$ cat config.mk
export PLATFORM = sky130hd
export DESIGN_NAME = ps2_atom_keyboard
export DESIGN_NICKNAME = d
export VERILOG_FILES = /design/src/rtl/ps2_atom_keyboard.sv
export SDC_FILE = /design/constraint.sdc
export NUM_CORES = 1
export LEC_CHECK = 0
export CORE_MARGIN = 5
export CORE_UTILIZATION = 25
export CTS_CLUSTER_DIAMETER = 200
export CTS_CLUSTER_SIZE = 24
export DETAILED_ROUTE_END_ITERATION = 8
export PLACE_DENSITY = 0.49
export SLEW_MARGIN = 20
export SYNTH_ARGS = -nofsm -noshare
export SYNTH_HDL_FRONTEND = slang
export SYNTH_SLANG_ARGS = --single-unit
$ cat constraint.sdc
create_clock -name clk -period 3 [get_ports clk]
set_clock_uncertainty 0.05 [all_clocks]
set_input_delay 0.6 -clock clk [delete_from_list [all_inputs] [get_ports clk]]
set_output_delay 0.6 -clock clk [all_outputs]
set_load 0.01 [all_outputs]
$ cat src/rtl/ps2_atom_keyboard.sv
// ps2_atom_keyboard: PS/2 set-2 receiver that maintains the Atom 10x6 key matrix and modifier lines.
// Optional macro PS2_EXTENDED_KEYS_EN enables mapping of E0-prefixed codes (cursor keys, right ctrl).
module ps2_atom_keyboard #(
    parameter int FILTER_LEN = 4,
    parameter int TIMEOUT    = 2000
) (
    input  logic       clk,
    input  logic       reset_n,
    input  logic       ps2_clk,
    input  logic       ps2_data,
    input  logic [3:0] row,
    output logic [5:0] keyboard,
    output logic       shift_n,
    output logic       ctrl_n,
    output logic       rept_n,
    output logic       break_n,
    output logic       frame_err
);
    localparam int FW = $clog2(FILTER_LEN + 1);
    localparam int TW = $clog2(TIMEOUT + 1);
    localparam logic [2:0] M_NONE = 3'd0;
    localparam logic [2:0] M_SHL  = 3'd1;
    localparam logic [2:0] M_SHR  = 3'd2;
    localparam logic [2:0] M_CTL  = 3'd3;
    localparam logic [2:0] M_CTR  = 3'd4;
    localparam logic [2:0] M_REPT = 3'd5;
    localparam logic [2:0] M_BRK  = 3'd6;

    typedef enum logic [1:0] {IDLE, DATA, PARITY, STOP} state_t;

    logic [1:0]    clk_sync, data_sync;
    logic [FW-1:0] flt_cnt;
    logic          clk_flt, strobe;
    state_t        state, state_nx;
    logic [7:0]    sh, sh_nx;
    logic [2:0]    bit_cnt, bit_cnt_nx;
    logic [TW-1:0] tmo, tmo_nx;
    logic          err_nx, done_nx, byte_ok;
    logic          ext, rel;
    logic [7:0]    key;
    logic [2:0]    mod;
    logic [5:0]    mods;
    logic [5:0]    matrix [0:9];

    // Two-flop synchronisers for both PS/2 pins
    always_ff @(posedge clk or negedge reset_n) begin
        if (!reset_n) begin
            clk_sync  <= 2'b11;
            data_sync <= 2'b11;
        end else begin
            clk_sync  <= {clk_sync[0], ps2_clk};
            data_sync <= {data_sync[0], ps2_data};
        end
    end

    // Accept a new ps2_clk level only after FILTER_LEN consecutive differing samples; strobe on accepted fall
    always_ff @(posedge clk or negedge reset_n) begin
        if (!reset_n) begin
            flt_cnt <= '0;
            clk_flt <= 1'b1;
            strobe  <= 1'b0;
        end else begin
            strobe <= (clk_sync[1] != clk_flt) && (flt_cnt == FW'(FILTER_LEN - 1)) && clk_flt;
            if (clk_sync[1] == clk_flt) begin
                flt_cnt <= '0;
            end else if (flt_cnt == FW'(FILTER_LEN - 1)) begin
                flt_cnt <= '0;
                clk_flt <= clk_sync[1];
            end else begin
                flt_cnt <= flt_cnt + 1'b1;
            end
        end
    end

    // Receiver next-state: start, 8 data bits LSB first, odd parity, stop; idle timeout abandons a frame
    always_comb begin
        state_nx   = state;
        sh_nx      = sh;
        bit_cnt_nx = bit_cnt;
        tmo_nx     = '0;
        err_nx     = 1'b0;
        done_nx    = 1'b0;
        if (state != IDLE && !strobe) begin
            tmo_nx = tmo + 1'b1;
            if (tmo == TW'(TIMEOUT - 1)) begin
                state_nx = IDLE;
                tmo_nx   = '0;
            end
        end
        if (strobe) begin
            case (state)
                IDLE: begin
                    state_nx   = data_sync[1] ? IDLE : DATA;
                    bit_cnt_nx = '0;
                end
                DATA: begin
                    sh_nx      = {data_sync[1], sh[7:1]};
                    bit_cnt_nx = bit_cnt + 1'b1;
                    state_nx   = (bit_cnt == 3'd7) ? PARITY : DATA;
                end
                PARITY: begin
                    state_nx = (^{sh, data_sync[1]}) ? STOP : IDLE;
                    err_nx   = ~(^{sh, data_sync[1]});
                end
                STOP: begin
                    state_nx = IDLE;
                    done_nx  = data_sync[1];
                    err_nx   = ~data_sync[1];
                end
            endcase
        end
    end

    // Receiver state register; frame_err and byte_ok are single-cycle pulses
    always_ff @(posedge clk or negedge reset_n) begin
        if (!reset_n) begin
            state     <= IDLE;
            sh        <= '0;
            bit_cnt   <= '0;
            tmo       <= '0;
            frame_err <= 1'b0;
            byte_ok   <= 1'b0;
        end else begin
            state     <= state_nx;
            sh        <= sh_nx;
            bit_cnt   <= bit_cnt_nx;
            tmo       <= tmo_nx;
            frame_err <= err_nx;
            byte_ok   <= done_nx;
        end
    end

    // Scancode to Atom matrix cell {valid,row,col} or modifier
    always_comb begin
        key = '0;
        mod = M_NONE;
        if (!ext) begin
            case (sh)
                8'h12: mod = M_SHL;
                8'h59: mod = M_SHR;
                8'h14: mod = M_CTL;
                8'h11: mod = M_REPT;
                8'h09: mod = M_BRK;
                8'h29: key = {1'b1, 4'd9, 3'd0};
                8'h5A: key = {1'b1, 4'd6, 3'd1};
                8'h1C: key = {1'b1, 4'd1, 3'd5};
                8'h32: key = {1'b1, 4'd0, 3'd3};
                8'h21: key = {1'b1, 4'd1, 3'd3};
                8'h23: key = {1'b1, 4'd2, 3'd3};
                8'h24: key = {1'b1, 4'd3, 3'd3};
                8'h2B: key = {1'b1, 4'd4, 3'd3};
                8'h34: key = {1'b1, 4'd5, 3'd3};
                8'h33: key = {1'b1, 4'd6, 3'd3};
                8'h43: key = {1'b1, 4'd7, 3'd3};
                8'h3B: key = {1'b1, 4'd8, 3'd3};
                8'h42: key = {1'b1, 4'd9, 3'd3};
                8'h4B: key = {1'b1, 4'd0, 3'd2};
                8'h3A: key = {1'b1, 4'd1, 3'd2};
                8'h31: key = {1'b1, 4'd2, 3'd2};
                8'h44: key = {1'b1, 4'd3, 3'd2};
                8'h4D: key = {1'b1, 4'd4, 3'd2};
                8'h15: key = {1'b1, 4'd5, 3'd2};
                8'h2D: key = {1'b1, 4'd6, 3'd2};
                8'h1B: key = {1'b1, 4'd7, 3'd2};
                8'h2C: key = {1'b1, 4'd8, 3'd2};
                8'h3C: key = {1'b1, 4'd9, 3'd2};
                8'h2A: key = {1'b1, 4'd4, 3'd4};
                8'h1D: key = {1'b1, 4'd5, 3'd4};
                8'h22: key = {1'b1, 4'd6, 3'd4};
                8'h35: key = {1'b1, 4'd7, 3'd4};
                8'h1A: key = {1'b1, 4'd8, 3'd4};
                8'h45: key = {1'b1, 4'd0, 3'd0};
                8'h16: key = {1'b1, 4'd1, 3'd0};
                8'h1E: key = {1'b1, 4'd2, 3'd0};
                8'h26: key = {1'b1, 4'd3, 3'd0};
                8'h25: key = {1'b1, 4'd4, 3'd0};
                8'h2E: key = {1'b1, 4'd5, 3'd0};
                8'h36: key = {1'b1, 4'd6, 3'd0};
                8'h3D: key = {1'b1, 4'd7, 3'd0};
                8'h3E: key = {1'b1, 4'd8, 3'd0};
                8'h46: key = {1'b1, 4'd0, 3'd1};
                default: key = '0;
            endcase
        end
`ifdef PS2_EXTENDED_KEYS_EN
        else begin
            case (sh)
                8'h14: mod = M_CTR;
                8'h75: key = {1'b1, 4'd3, 3'd5};
                8'h72: key = {1'b1, 4'd3, 3'd4};
                8'h6B: key = {1'b1, 4'd2, 3'd5};
                8'h74: key = {1'b1, 4'd2, 3'd4};
                default: key = '0;
            endcase
        end
`endif
    end

    // Apply each accepted byte: prefixes set flags, overflow clears everything, other codes make/release
    always_ff @(posedge clk or negedge reset_n) begin
        if (!reset_n) begin
            ext  <= 1'b0;
            rel  <= 1'b0;
            mods <= '0;
            for (int i = 0; i < 10; i++) matrix[i] <= '0;
        end else if (byte_ok) begin
            if (sh == 8'hE0) begin
                ext <= 1'b1;
            end else if (sh == 8'hF0) begin
                rel <= 1'b1;
            end else if (sh == 8'hAA || sh == 8'hFA) begin
                ext <= ext;
            end else if (sh == 8'h00 || sh == 8'hFF) begin
                ext  <= 1'b0;
                rel  <= 1'b0;
                mods <= '0;
                for (int i = 0; i < 10; i++) matrix[i] <= '0;
            end else begin
                ext <= 1'b0;
                rel <= 1'b0;
                if (key[7]) matrix[key[6:3]][key[2:0]] <= ~rel;
                if (mod != M_NONE) mods[mod - 3'd1] <= ~rel;
            end
        end else if (frame_err) begin
            ext <= 1'b0;
            rel <= 1'b0;
        end
    end

    assign keyboard = (row <= 4'd9) ? ~matrix[row] : 6'h3F;
    assign shift_n  = ~(mods[0] | mods[1]);
    assign ctrl_n   = ~(mods[2] | mods[3]);
    assign rept_n   = ~mods[4];
    assign break_n  = ~mods[5];
endmodule

==> results.md, run 1 <==
- The run finished with clean final reports.
- Measured against the total synthesized area, the mux share comes to about 8.3%.
- In the routed layout, each cell is associated on average with a via count of between 4 and 5.
- The global-route wire length before repair is 28020 µm.
- The category of the worst setup path capture point is a flip-flop.
- Global routing used 19.11% of the available met2 tracks.
- The number of core rows is 57.
- The number of clock buffers added by TritonCTS is 9.
- The number of iterations in the first detailed-routing pass is 5.
- The finished cells cover ~7900 µm².
- The class of the most critical setup path is reg2reg.
- The synthesized netlist occupies a cell area of 6058 µm².
- Net switching is 27.42% of the power.
- The proportion of netlist area held by the largest area contributor is 40.48%.
- The hold buffer count at cts is 0.
- The arrival time at the worst endpoint is 3180 ps.
- Per report_power, the combinational group accounts for 11.0% of the total.
- Across the VDD grid, the largest voltage drop is 0.2447 mV.
- The startpoint type of the worst setup path is a flip-flop.
- Across the run, the number of max-cap violations was 0.
- Static timing analysis puts the maximum clock frequency at 335.0 MHz.
- Summing the areas of all compound-gate instances in the mapped netlist gives 19.58% of the synthesized area.
- The post-synthesis adder-cell area fraction is around 1.2%.
- The global routing met3 resource utilization is 2.741%.
- In this run the horizontal extent of the chip is 165.7 µm.
- The via count of the first global-routing pass is 5159.
- The core occupancy in the finished layout is 32.69%.
- The number of endpoints with negative hold slack in the final report is 0.
- Headroom to the max-slew limit came out at 37.41%.
- The top-level port count is 19.
- The H-tree was split into 3 levels.
- Hold is met by 222.3 ps.
- The number of sinks handled by clock tree synthesis is about 100.
- The total power per unit cell area is 381.4 nW/µm².
- Setup repair after global routing could not meet its margin everywhere.
- The number of antenna diodes in the final layout is 0.
- The floorplan core area is 24110 µm².
- The CTS tree is built.
- The clock edge transition at the registers on the reported setup and hold paths is approximately 80 ps.
- The largest net degree at the start of global routing is 47.
- After the first detailed-routing iteration, the DRC count stood at 353.
- After layout, the worst path uses 99.51% of the clock period.
- The DRC violation count after routing is 0.
- The share of total power dissipated in sequential elements is 49.2%.
- After detailed routing, the average wire length per cell comes to between 15 and 20 µm.
- The static leakage power is ~3.3 nW.
- The largest area contributor in the netlist is sky130_fd_sc_hd__dfrtp_1.
- The global-route layer with the greatest usage is met2.
- The die area is 27450 µm².
- The initial cell density of the core is 25.13%.
- The main flop type after synthesis is sky130_fd_sc_hd__dfrtp_1.
- The growth of design area from synthesis to finish is 30.07%.
- In this run, synthesis produced a sequential element count of 103.
- The routability-driven placement congestion ratio is 0.8528.
- In the global route stage, met1 resource usage came out at 17.33%.
- For this run, the number of Yosys warnings is 0.
- The area of the multi-input gates is ~3400 µm².
- Ranked by total cell area, the synthesized netlist is headed by sky130_fd_sc_hd__dfrtp_1, sky130_fd_sc_hd__o21ai_0, sky130_fd_sc_hd__mux4_2.
- The internal power is around 2.2 mW.
- A synthesized cell averages 9.601 µm².
- The die outline height is 165.7 µm.
- The clock passes through at most 2 buffers.
- For this block, the routed nets add up to 16860 µm of wire.
- In this run the worst hold path is classified as in2async.
- In the synthesized netlist, the number of instances is 631.
- The actual transition at the worst max-transition pin is 930.9 ps.
- Counting flops with a built-in enable in the synthesized netlist gives 0.
- The largest family of logic cells by synthesized area is simple AND/OR/NAND/NOR gates.
- The share of final-layout standard cells stronger than drive strength 1 is around 28%.
- The count of final max-slew check failures is 0.
- The net count of the finished layout is 748.
- The net count after synthesis is 645.
- In this run the tool buffered the top-level ports with 18 buffer cells.
- Of all nets on the critical path, the largest fanout is 8.
- The clock network is responsible for 39.8% of the overall power.
- Setup violations remaining at the end of the flow were counted as 0.
- In this run, placement finished with an instance count of 1033.
- In the global route stage, overall resource usage came out at 12.34%.
- The sequential fraction of the synthesis area is 42.65%.
- The shortest clock period the worst path allows after layout is 2985 ps.
- After synthesis, the netlist uses 73 different library cells.
- The synthesized netlist devotes 20.32% of its cell area to simple gates.
- The standard cell area after detailed placement is 7242 µm².
- The reported net switching power is 0.8242 mW.
- In this run the remaining antenna-violating nets after routing total 0.
- The filler cells instantiated in the layout total between 2000 and 3000.
- The combined flip-flop and latch cell area is about 2600 µm².
- The worst register-to-register path has a depth of 9.
- The root buffer cell is sky130_fd_sc_hd__clkbuf_16.
- The fraction of registers with async set or reset after synthesis is 100.0%.
- The initial antenna violation count was 0.
- The required time at the endpoint of the critical path is 3190 ps.
- The insertion delay to the later sink of the worst-skew pair is ~350 ps.
- The count of non-filler cells in the finished layout is 1063.
- The overall via count from detail_route is ~5100.
- Once detailed placement completed, the half-perimeter wirelength came to ~12000 µm.
- The total global routing overflow is 0.
- After Yosys synthesis, XOR and XNOR cells account for under 10% of the synthesized area.
[cell usage after synthesis (6+ instances only)]
library cell	number
sky130_fd_sc_hd__dfrtp_1	98
sky130_fd_sc_hd__o21ai_0	83
sky130_fd_sc_hd__nand2_1	45
sky130_fd_sc_hd__a21oi_1	43
sky130_fd_sc_hd__nor2_1	29
sky130_fd_sc_hd__and2_1	26
sky130_fd_sc_hd__nand3_1	23
sky130_fd_sc_hd__clkbuf_1	20
sky130_fd_sc_hd__inv_1	15
sky130_fd_sc_hd__xnor2_1	15
sky130_fd_sc_hd__mux2i_1	14
sky130_fd_sc_hd__o211ai_1	14
sky130_fd_sc_hd__mux4_2	12
sky130_fd_sc_hd__nor2b_1	11
sky130_fd_sc_hd__buf_2	10
sky130_fd_sc_hd__nor3_1	10
sky130_fd_sc_hd__a31oi_1	8
sky130_fd_sc_hd__and3_1	8
sky130_fd_sc_hd__nor4_1	8
sky130_fd_sc_hd__a22oi_1	7
sky130_fd_sc_hd__mux2_2	7
sky130_fd_sc_hd__ha_1	6
sky130_fd_sc_hd__nand4_1	6
sky130_fd_sc_hd__nor4bb_1	6
sky130_fd_sc_hd__o22a_1	6
sky130_fd_sc_hd__o31ai_1	6
[cell type report]
type	count	area share, %
flip-flops and latches	103	32.88
well taps	324	5.144
multi-input cells	469	42.82
repair buffers	134	14.39
clock buffers	9	2.858
inverters	17	0.8098
clock inverters	7	1.096
[layer usage]
layer / vias to the layer above / share of wire, %
li1: 2539 / -
met1: 2481 / 48
met2: 102 / 46
met3: 26 / 3.7
met4: 0 / 2.0
met5: - / 0
[power groups by stage]
| stage | clock network (mW) | logic (mW) | registers [mW] |
|---|---|---|---|
| final | 1.20 | 0.331 | 1.48 |
| after global routing | 1.30 | 0.376 | 1.49 |
| after CTS | 1.24 | 0.333 | 1.48 |
| after detailed placement | 0 | 0.320 | 1.51 |
| after global placement | 0 | 0.317 | 1.51 |
| after floorplan | 0 | 0.210 | 1.48 |
[final timing paths]
check / from / end / slack [ps]
max: sh[0] / matrix[54] / 10
min: reset_n / matrix[56] / 220
max reg2reg: sh[0] / matrix[54] / 10
min reg2reg: clk_sync[0] / clk_sync[1] / 310
max in group asynchronous: reset_n / clk_sync[0] / 1960
min in group clk: clk_sync[0] / clk_sync[1] / 310
[cells by family (layout without fill, tap and decap cells)]
group,after synthesis,after routing
muxes,34,34
and+or+nand+nor,212,212
DFF,103,103
xor gates and xnor gates,21,21
adders and majority gates,6,6
AOI/OAI and AO/OA,196,196
buffers and inverters,59,167
[flip-flops by register name, indices dropped and copies added, names as in the netlist]
register / cells
bit_cnt: 3
byte_ok: 1
clk_flt: 1
clk_sync: 2
data_sync: 2
ext: 1
flt_cnt: 3
frame_err: 1
matrix: 60
mods: 6
rel: 1
sh: 8
state: 2
strobe: 1
tmo: 11
[cells in the final DEF (no fill, tap or decap), types with 5 or more instances in the layout]
| cell type | n |
|---|---|
| sky130_fd_sc_hd__a21oi_1 | 41 |
| sky130_fd_sc_hd__and2_1 | 25 |
| sky130_fd_sc_hd__nand2_1 | 45 |
| sky130_fd_sc_hd__and3b_1 | 5 |
| sky130_fd_sc_hd__a22oi_1 | 7 |
| sky130_fd_sc_hd__nor3b_1 | 5 |
| sky130_fd_sc_hd__mux2i_1 | 14 |
| sky130_fd_sc_hd__mux2_2 | 7 |
| sky130_fd_sc_hd__xor2_1 | 5 |
| sky130_fd_sc_hd__nor2b_1 | 11 |
| sky130_fd_sc_hd__nor2_1 | 27 |
| sky130_fd_sc_hd__xnor2_1 | 14 |
| sky130_fd_sc_hd__mux4_2 | 12 |
| sky130_fd_sc_hd__ha_1 | 6 |
| sky130_fd_sc_hd__clkdlybuf4s50_1 | 10 |
| sky130_fd_sc_hd__a31oi_1 | 7 |
| sky130_fd_sc_hd__o31ai_1 | 5 |
| sky130_fd_sc_hd__o21ai_1 | 10 |
| sky130_fd_sc_hd__nand3_1 | 23 |
| sky130_fd_sc_hd__buf_6 | 6 |
| sky130_fd_sc_hd__o22a_1 | 6 |
| sky130_fd_sc_hd__dfrtp_1 | 92 |
| sky130_fd_sc_hd__nand4_1 | 6 |
| sky130_fd_sc_hd__buf_4 | 104 |
| sky130_fd_sc_hd__nor3_1 | 8 |
| sky130_fd_sc_hd__and3_1 | 8 |
| sky130_fd_sc_hd__dlygate4sd2_1 | 6 |
| sky130_fd_sc_hd__o211ai_1 | 14 |
| sky130_fd_sc_hd__clkbuf_16 | 9 |
| sky130_fd_sc_hd__dfstp_2 | 5 |
| sky130_fd_sc_hd__dfrtp_2 | 6 |
| sky130_fd_sc_hd__inv_1 | 15 |
| sky130_fd_sc_hd__o21ai_0 | 73 |
[per-stage QoR]
stage / setup slack, ps / TNS [ps] / power [mW]
CTS: -15.90 / -15.90 / 3.050
floorplan: 37.70 / 0 / 1.694
finish: 14.75 / 0 / 3.006
global placement: -306.8 / -2785 / 1.823
detailed placement: -327.2 / -3664 / 1.827
global route: -80.28 / -391.2 / 3.160
[timing repair]
action	in CTS	in global routing
setup buffers	8	6
resized for setup	30	35
pin swaps	3	15
endpoints found under the setup margin	35	43
cloned	1	0
[critical path, stage by stage (launching register included)]
cell,delay [ps]
sky130_fd_sc_hd__dfrtp_2,460
sky130_fd_sc_hd__buf_6,160
sky130_fd_sc_hd__buf_4,150
sky130_fd_sc_hd__and3b_1,210
sky130_fd_sc_hd__a32oi_2,170
sky130_fd_sc_hd__o221ai_2,160
sky130_fd_sc_hd__or4_4,550
sky130_fd_sc_hd__o31a_1,280
sky130_fd_sc_hd__or3_4,390
sky130_fd_sc_hd__mux2_4,300
(Power assumes the default switching activity.)
==> inputs of run 2 (changes only) <==
--- a/config.mk
+++ b/config.mk
@@ -6,11 +6,11 @@
 export NUM_CORES = 1
 export LEC_CHECK = 0
 export CORE_MARGIN = 5
-export CORE_UTILIZATION = 25
+export CORE_UTILIZATION = 45
 export CTS_CLUSTER_DIAMETER = 200
 export CTS_CLUSTER_SIZE = 24
 export DETAILED_ROUTE_END_ITERATION = 8
-export PLACE_DENSITY = 0.49
+export PLACE_DENSITY = 0.72
 export SLEW_MARGIN = 20
 export SYNTH_ARGS = -nofsm -noshare
 export SYNTH_HDL_FRONTEND = slang
==> run 2 against run 1 <==
The run now ends with setup timing left. Combinational power down 6.0%. Via count rose by 6.5%. Sequential share of layout area up 0.78 points. Routed wire length grew 2.1%. Clock power grew 3%. Critical path type unchanged. Die area is 42% lower. Worst hold slack got worse by 4.2 ps. Highest routed layer unchanged. Worst setup slack lost 19 ps. Register-to-register slack got worse by 20 ps. Fmax is 0.64% lower. Flip-flop and latch count did not move. Final cell count down 15%.
==> results.md, run 2 (same netlist as run 1, synthesis figures left out) <==
- The number of core rows is 42 (-26%).
- The initial antenna violation count is 0 (unchanged).
- In the final layout, the registers with the most flip-flops are matrix: 60 flops, tmo: 11 flops, sh: 8 flops.
- The number of sinks handled by clock tree synthesis is 103 (unchanged).
- The via count of the first global-routing pass is 5499 (+6.6%).
- The timing startpoint of the critical path is sh[0].
- The count of final max-slew check failures is 0 (unchanged).
- The number of endpoints with negative hold slack in the final report came to 0 (unchanged).
- The initial cell density of the core is 45.75% (+21 points).
- The startpoint type of the worst setup path is a flip-flop.
- The clock edge transition at the registers on the reported setup and hold paths is 70 ps (about the same).
- TritonCTS built the clock tree.
- The number of buffers created by CTS is 9 (unchanged).
- The number of iterations in the first detailed-routing pass was 5 (unchanged).
- The final design instance area without fill is 7690 µm² (-2.4%).
- The flow ran to the end, but the final reports show violations.
- The actual transition at the worst max-transition pin is 1102 ps (+171.3 ps).
- The static leakage power was 3.265 nW (-1.6%).
- The global-route wire length before repair is 28050 µm (about the same).
- The class of the most critical setup path is reg2reg.
- From synthesis to final layout, the design area changed by 26.93%.
- The peak supply drop is 0.4607 mV (+88%).
- The number of flip-flops in the largest register is 60 (unchanged).
- The arrival time at the worst endpoint is 3200 ps (+20 ps).
- The total global routing overflow was 0 (unchanged).
- The DRC violation count after routing is 0 (unchanged).
- The final reports fail on setup timing.
- The width of the chip is 126.0 µm (-24%).
- The beginning of the worst register-to-register path is sh[0].
- The register containing the most flip-flops in the final layout is matrix.
- The shortest clock period the worst path allows after layout came to 3004 ps (+19.25 ps).
- The largest net degree at the start of global routing is 55 (+17%).
- The detailed-route vias per instance is 6.072 (+25%).
- The number of buffer cells added on primary ports is 18 (unchanged).
- The category of the worst setup path capture point is a flip-flop.
- The relative max-transition margin was 25.74% (-12 points).
- The number of inserted diodes is 0 (unchanged).
- The CTS H-tree depth is 3 (unchanged).
- The routability-driven placement congestion ratio is 0.9626 (+13%).
- The die area was 15880 µm² (-42%).
- The required time at the endpoint of the critical path is 3190 ps (about the same).
- The top-level port count is 19 (unchanged).
- Leaving out fill and tap cells, the most frequent cell in the layout is sky130_fd_sc_hd__dfrtp_1.
- The deepest clock path buffer count was 2 (unchanged).
- The total wire length is 17220 µm (+2.1%).
- The total power per unit cell area is 394.1 nW/µm² (+3.3%).
- The post-DP HPWL is 12280 µm (-1.1%).
- The area of the multi-input gates was 3436 µm² (+1.8%).
- The number of DRC violations after detailed-routing iteration 0 is 534 (+51%).
- The highest achievable clock rate is 332.8 MHz (-0.64%).
- The share of final-layout standard cells stronger than drive strength 1 is 27.51% (-0.64 points).
- The final routed wire length divided by cell count is 19.06 µm (+20%).
- The final-layout fill cell count is 1140 (-55%).
- The type of the tightest min-delay check is in2async.
- The overall via count from detail_route is 5483 (+6.5%).
- The top cell types in the final layout, fill and taps aside, are sky130_fd_sc_hd__dfrtp_1, sky130_fd_sc_hd__buf_4, sky130_fd_sc_hd__o21ai_0.
- The final hold slack was 218.1 ps (-4.189 ps).
- The count of endpoints failing setup in the final report came to 1 (+1).
- The maximum fanout count along the critical path is 10 (+2).
- The tree is rooted in a sky130_fd_sc_hd__clkbuf_16.
- The standard cell area after detailed placement was 6977 µm² (-3.7%).
- The die outline height is 126.0 µm (-24%).
- The floorplan core area came to 13240 µm² (-45%).
- The combined flip-flop and latch cell area is 2589 µm² (about the same).
- The count of antenna-violating nets left after detailed routing was 0 (unchanged).
- The final clock period utilization by the worst path is 100.1% (+0.64 points).
- Setup repair after global routing could not meet its margin everywhere.
- The number of nets at the end of the flow was 736 (-1.6%).
- The global-route usage over all layers came to 21.92% (+9.6 points).
- The insertion delay to the later sink of the worst-skew pair was 350 ps (about the same).
- The worst path setup slack after routing is -4.499 ps (-19.25 ps).
- The hold buffer count at cts was 0 (unchanged).
- The count of maximum capacitance violations was 0 (unchanged).
-- run 2: cell count changes in the layout (fill, tap and decap cells not counted), sizes merged, moves of 2 or more --
cell	delta
buf	-13
bufinv	+2
clkbuf	+5
clkinv	-5
dlymetal6s2s	+2
inv	-2
-- run 2: path summary, 6_finish.rpt --
| kind | endpoint | slack (ps) | cells past startpoint |
|---|---|---|---|
| setup / recovery | matrix[54] | -4 | 9 |
| hold / removal | mods[5] | 220 | 1 |
| setup reg to reg | matrix[54] | -4 | 9 |
| hold reg to reg | clk_sync[1] | 310 | 0 |
| max in group asynchronous | matrix[46] | 1860 | 2 |
| min in group clk | clk_sync[1] | 310 | 0 |
-- run 2: cell type report --
type / instances / area share (%)
Clock buffer: 13 / 3.124
Timing Repair Buffer: 122 / 13.96
Inverter: 17 / 0.8298
Clock inverter: 3 / 0.8786
Tap cell: 176 / 2.864
Sequential cell: 103 / 33.66
Multi-Input combinational cell: 469 / 44.68
-- run 2: repair_timing --
item                                    CTS  global route
endpoints found under the setup margin   44            44
pin swaps                                 2            13
buffers inserted                          1             8
endpoints found under the hold margin     0             0
resized for setup                        28            57
cloned                                    1             1
-- run 2: where the power goes --
part | switching [mW] | internal (mW)
combinational | 0.184 | 0.128
sequential | 0.0417 | 1.44
clock | 0.507 | 0.733
-- run 2: per-stage QoR --
stage | total power, mW | utilization, % | setup TNS, ps | setup WS (ps) | instances
floorplan | 1.694 | - | 0 | 37.70 | 631
global placement | 1.785 | 52.68 | -3675 | -282.8 | 876
detailed placement | 1.803 | 52.68 | -5077 | -366.5 | 876
CTS | 3.053 | 55.95 | -4.061 | -2.918 | 894
global route | 3.162 | 58.07 | -156.5 | -62.99 | 903
finish | 3.031 | 58.07 | -4.499 | -4.499 | 903
-- run 2: critical path, cell delays in order (launching register included) --
cell and delay [ps]:
sky130_fd_sc_hd__dfrtp_1 420, sky130_fd_sc_hd__buf_12 160, sky130_fd_sc_hd__and4b_4 220, sky130_fd_sc_hd__and2_1 160
sky130_fd_sc_hd__a211o_1 270, sky130_fd_sc_hd__or3_4 400, sky130_fd_sc_hd__or2_1 230, sky130_fd_sc_hd__o31a_1 280
sky130_fd_sc_hd__or3_4 400, sky130_fd_sc_hd__mux2_4 300
-- run 2: routing by layer --
metal  global-route usage, %  share of wire (%)
met2                   35.90                 48
met5                       0                  0
met1                   28.31                 42
met4                   8.139                3.5
met3                   5.334                6.2
==> inputs of run 3 (changes only) <==
--- a/config.mk
+++ b/config.mk
@@ -6,11 +6,11 @@
 export NUM_CORES = 1
 export LEC_CHECK = 0
 export CORE_MARGIN = 5
-export CORE_UTILIZATION = 45
+export CORE_UTILIZATION = 50
 export CTS_CLUSTER_DIAMETER = 200
 export CTS_CLUSTER_SIZE = 24
 export DETAILED_ROUTE_END_ITERATION = 8
-export PLACE_DENSITY = 0.72
+export PLACE_DENSITY = 0.78
 export SLEW_MARGIN = 20
 export SYNTH_ARGS = -nofsm -noshare
 export SYNTH_HDL_FRONTEND = slang
==> run 3 against run 2 <==
The flow still finishes with violations (setup timing). Clock power shrank 15%. Global-route usage grew 1.9 points. Die area shrank 9.2%. Worst hold slack lost 150 ps.
==> results.md, run 3 (same netlist as run 1, synthesis figures left out) <==
- The post-place setup slack was -345.8 ps (+20.64 ps).
- The class of the most critical setup path is reg2reg.
- The highest achievable clock rate is 326.0 MHz (-2.1%).
- The initial antenna violation count came to 0 (unchanged).
- The static leakage power is 3.267 nW (about the same).
- The type of the tightest min-delay check is in2async.
- The routability-driven placement congestion ratio is 0.9264 (-3.8%).
- The required time at the endpoint of the critical path is 3190 ps (about the same).
- The most common cell after layout, fill and taps aside is sky130_fd_sc_hd__buf_4.
- The worst path setup slack after routing is -67.77 ps (-63.27 ps).
- The number of iterations in the first detailed-routing pass was 6 (+1).
- The root buffer cell is sky130_fd_sc_hd__clkbuf_16.
- The detailed-route vias per instance is 6.212 (+2.3%).
- The floorplan core area is 11960 µm² (-9.7%).
- The insertion delay to the later sink of the worst-skew pair came to 350 ps (about the same).
- The via count of the first global-routing pass is 5382 (-2.1%).
- The total global routing overflow came to 0 (unchanged).
- The shortest clock period the worst path allows after layout is 3068 ps (+63.27 ps).
- The top-level port count is 19 (unchanged).
- The deepest clock path buffer count was 2 (unchanged).
- The overall via count from detail_route is 5454 (-0.53%).
- The number of endpoints with negative hold slack in the final report came to 0 (unchanged).
- The global-route wire length before repair is 27470 µm (-2.1%).
- The run finished, with violations left.
- The post-DP HPWL was 11820 µm (-3.8%).
- The library cells used most frequently in the layout, excluding fill and tap cells, are sky130_fd_sc_hd__buf_4, sky130_fd_sc_hd__dfrtp_1, sky130_fd_sc_hd__o21ai_0.
- The maximum fanout count along the critical path is 12 (+2).
- The DRC violation count after routing is 0 (unchanged).
- The largest registers in the layout are matrix: 60 flops, tmo: 11 flops, sh: 8 flops.
- The count of maximum capacitance violations is 0 (unchanged).
- The peak supply drop was 0.4184 mV (-9.2%).
- The count of endpoints failing setup in the final report was 4 (+3).
- The count of final max-slew check failures is 0 (unchanged).
- TritonCTS built the clock tree.
- The final reports fail on setup timing.
- The hold buffer count at cts is 0 (unchanged).
- The setup total negative slack is -116.8 ps (-112.3 ps).
- Setup repair after global routing could not meet its margin everywhere.
- The number of DRC violations after detailed-routing iteration 0 is 515 (-3.6%).
- The final routed wire length divided by cell count is 18.99 µm (-0.37%).
- The initial cell density of the core is 50.65% (+4.9 points).
- The number of nets at the end of the flow is 741 (+0.68%).
- The number of flip-flops in the largest register is 60 (unchanged).
- The number of sinks handled by clock tree synthesis is 103 (unchanged).
- The final hold slack is 66.60 ps (-151.5 ps).
- The total chip power is 2.850 mW (-6.0%).
- The number of buffers created by CTS is 9 (unchanged).
- The clock edge transition at the registers on the reported setup and hold paths came to 70 ps (about the same).
- The width of the chip is 120.1 µm (-4.7%).
- The number of inserted diodes is 0 (unchanged).
- The total power per unit cell area is 376.8 nW/µm² (-4.4%).
- The number of buffer cells added on primary ports came to 18 (unchanged).
- The startpoint type of the worst setup path is a flip-flop.
- The largest net degree at the start of global routing was 86 (+56%).
- The die area is 14420 µm² (-9.2%).
- The die outline height is 120.1 µm (-4.7%).
- The category of the worst setup path capture point is a flip-flop.
- The total wire length is 16680 µm (-3.1%).
- The growth of design area from synthesis to finish is 24.85%.
- The relative max-transition margin came to 48.53% (+23 points).
- The final clock period utilization by the worst path is 102.3% (+2.1 points).
- The actual transition at the worst max-transition pin came to 766.9 ps (-335.3 ps).
- The CTS H-tree depth was 3 (unchanged).
- The share of final-layout standard cells stronger than drive strength 1 is 27.09% (-0.42 points).
- The register containing the most flip-flops in the final layout is matrix.
- The arrival time at the worst endpoint is 3250 ps (+50 ps).
- The count of antenna-violating nets left after detailed routing is 0 (unchanged).
- The number of core rows came to 40 (-4.8%).
- The global-route usage over all layers came to 23.84% (+1.9 points).
## run 3: worst max-delay path: stages (launching register included)
cell	delay (ps)
sky130_fd_sc_hd__dfrtp_1	390
sky130_fd_sc_hd__buf_6	160
sky130_fd_sc_hd__nor4b_4	170
sky130_fd_sc_hd__buf_4	150
sky130_fd_sc_hd__and2_0	130
sky130_fd_sc_hd__a211o_1	270
sky130_fd_sc_hd__or3_1	370
sky130_fd_sc_hd__or2_1	230
sky130_fd_sc_hd__o31a_1	330
sky130_fd_sc_hd__or3_4	400
sky130_fd_sc_hd__mux2_4	300
## run 3: report_power, final
group	switching, mW	leakage (nW)	total, mW	internal, mW
clock	0.505	0.129	1.06	0.559
combinational	0.180	1.73	0.305	0.124
sequential	0.0432	1.41	1.48	1.44
## run 3: layout make-up
type	count	area, µm²
clock buffers	10	229.0
clock inverters	5	35.03
fillers	968	4398
inverters	17	63.81
multi-input cells	469	3377
flip-flops and latches	103	2589
well taps	147	183.9
repair buffers	127	1086
## run 3: metal layers
layer  GRT usage (%)  wire length, µm  vias to the layer above
met4           10.45              445                        0
li1                -                -                     2527
met5               0                0                        -
met3           4.948              977                       38
met1           31.51             7077                     2691
met2           37.90             8177                      198
## run 3: final timing paths
path,from,endpoint,slack [ps],depth (start not counted)
max,sh[5],matrix[54],-70,10
min,reset_n,mods[1],70,1
max reg2reg,sh[5],matrix[54],-70,10
min reg2reg,data_sync[0],data_sync[1],310,0
max in group asynchronous,reset_n,clk_sync[1],2080,2
min in group clk,data_sync[0],data_sync[1],310,0
## run 3: repair_timing
item / 4_1_cts / 5_1_grt
gates resized for setup: 26 / 38
gates cloned: 1 / 0
pin swaps: 2 / 4
setup endpoints to repair: 43 / 44
setup buffers: 3 / 7
## run 3: stage by stage
step | instances | instance area [µm²] | util, %
finish | 878 | 7564 | 63.23
global route | 878 | 7564 | 63.23
CTS | 871 | 7350 | 61.44
detailed placement | 852 | 6965 | 58.23
global placement | 852 | 6965 | 58.23
floorplan | 631 | 6060 | -
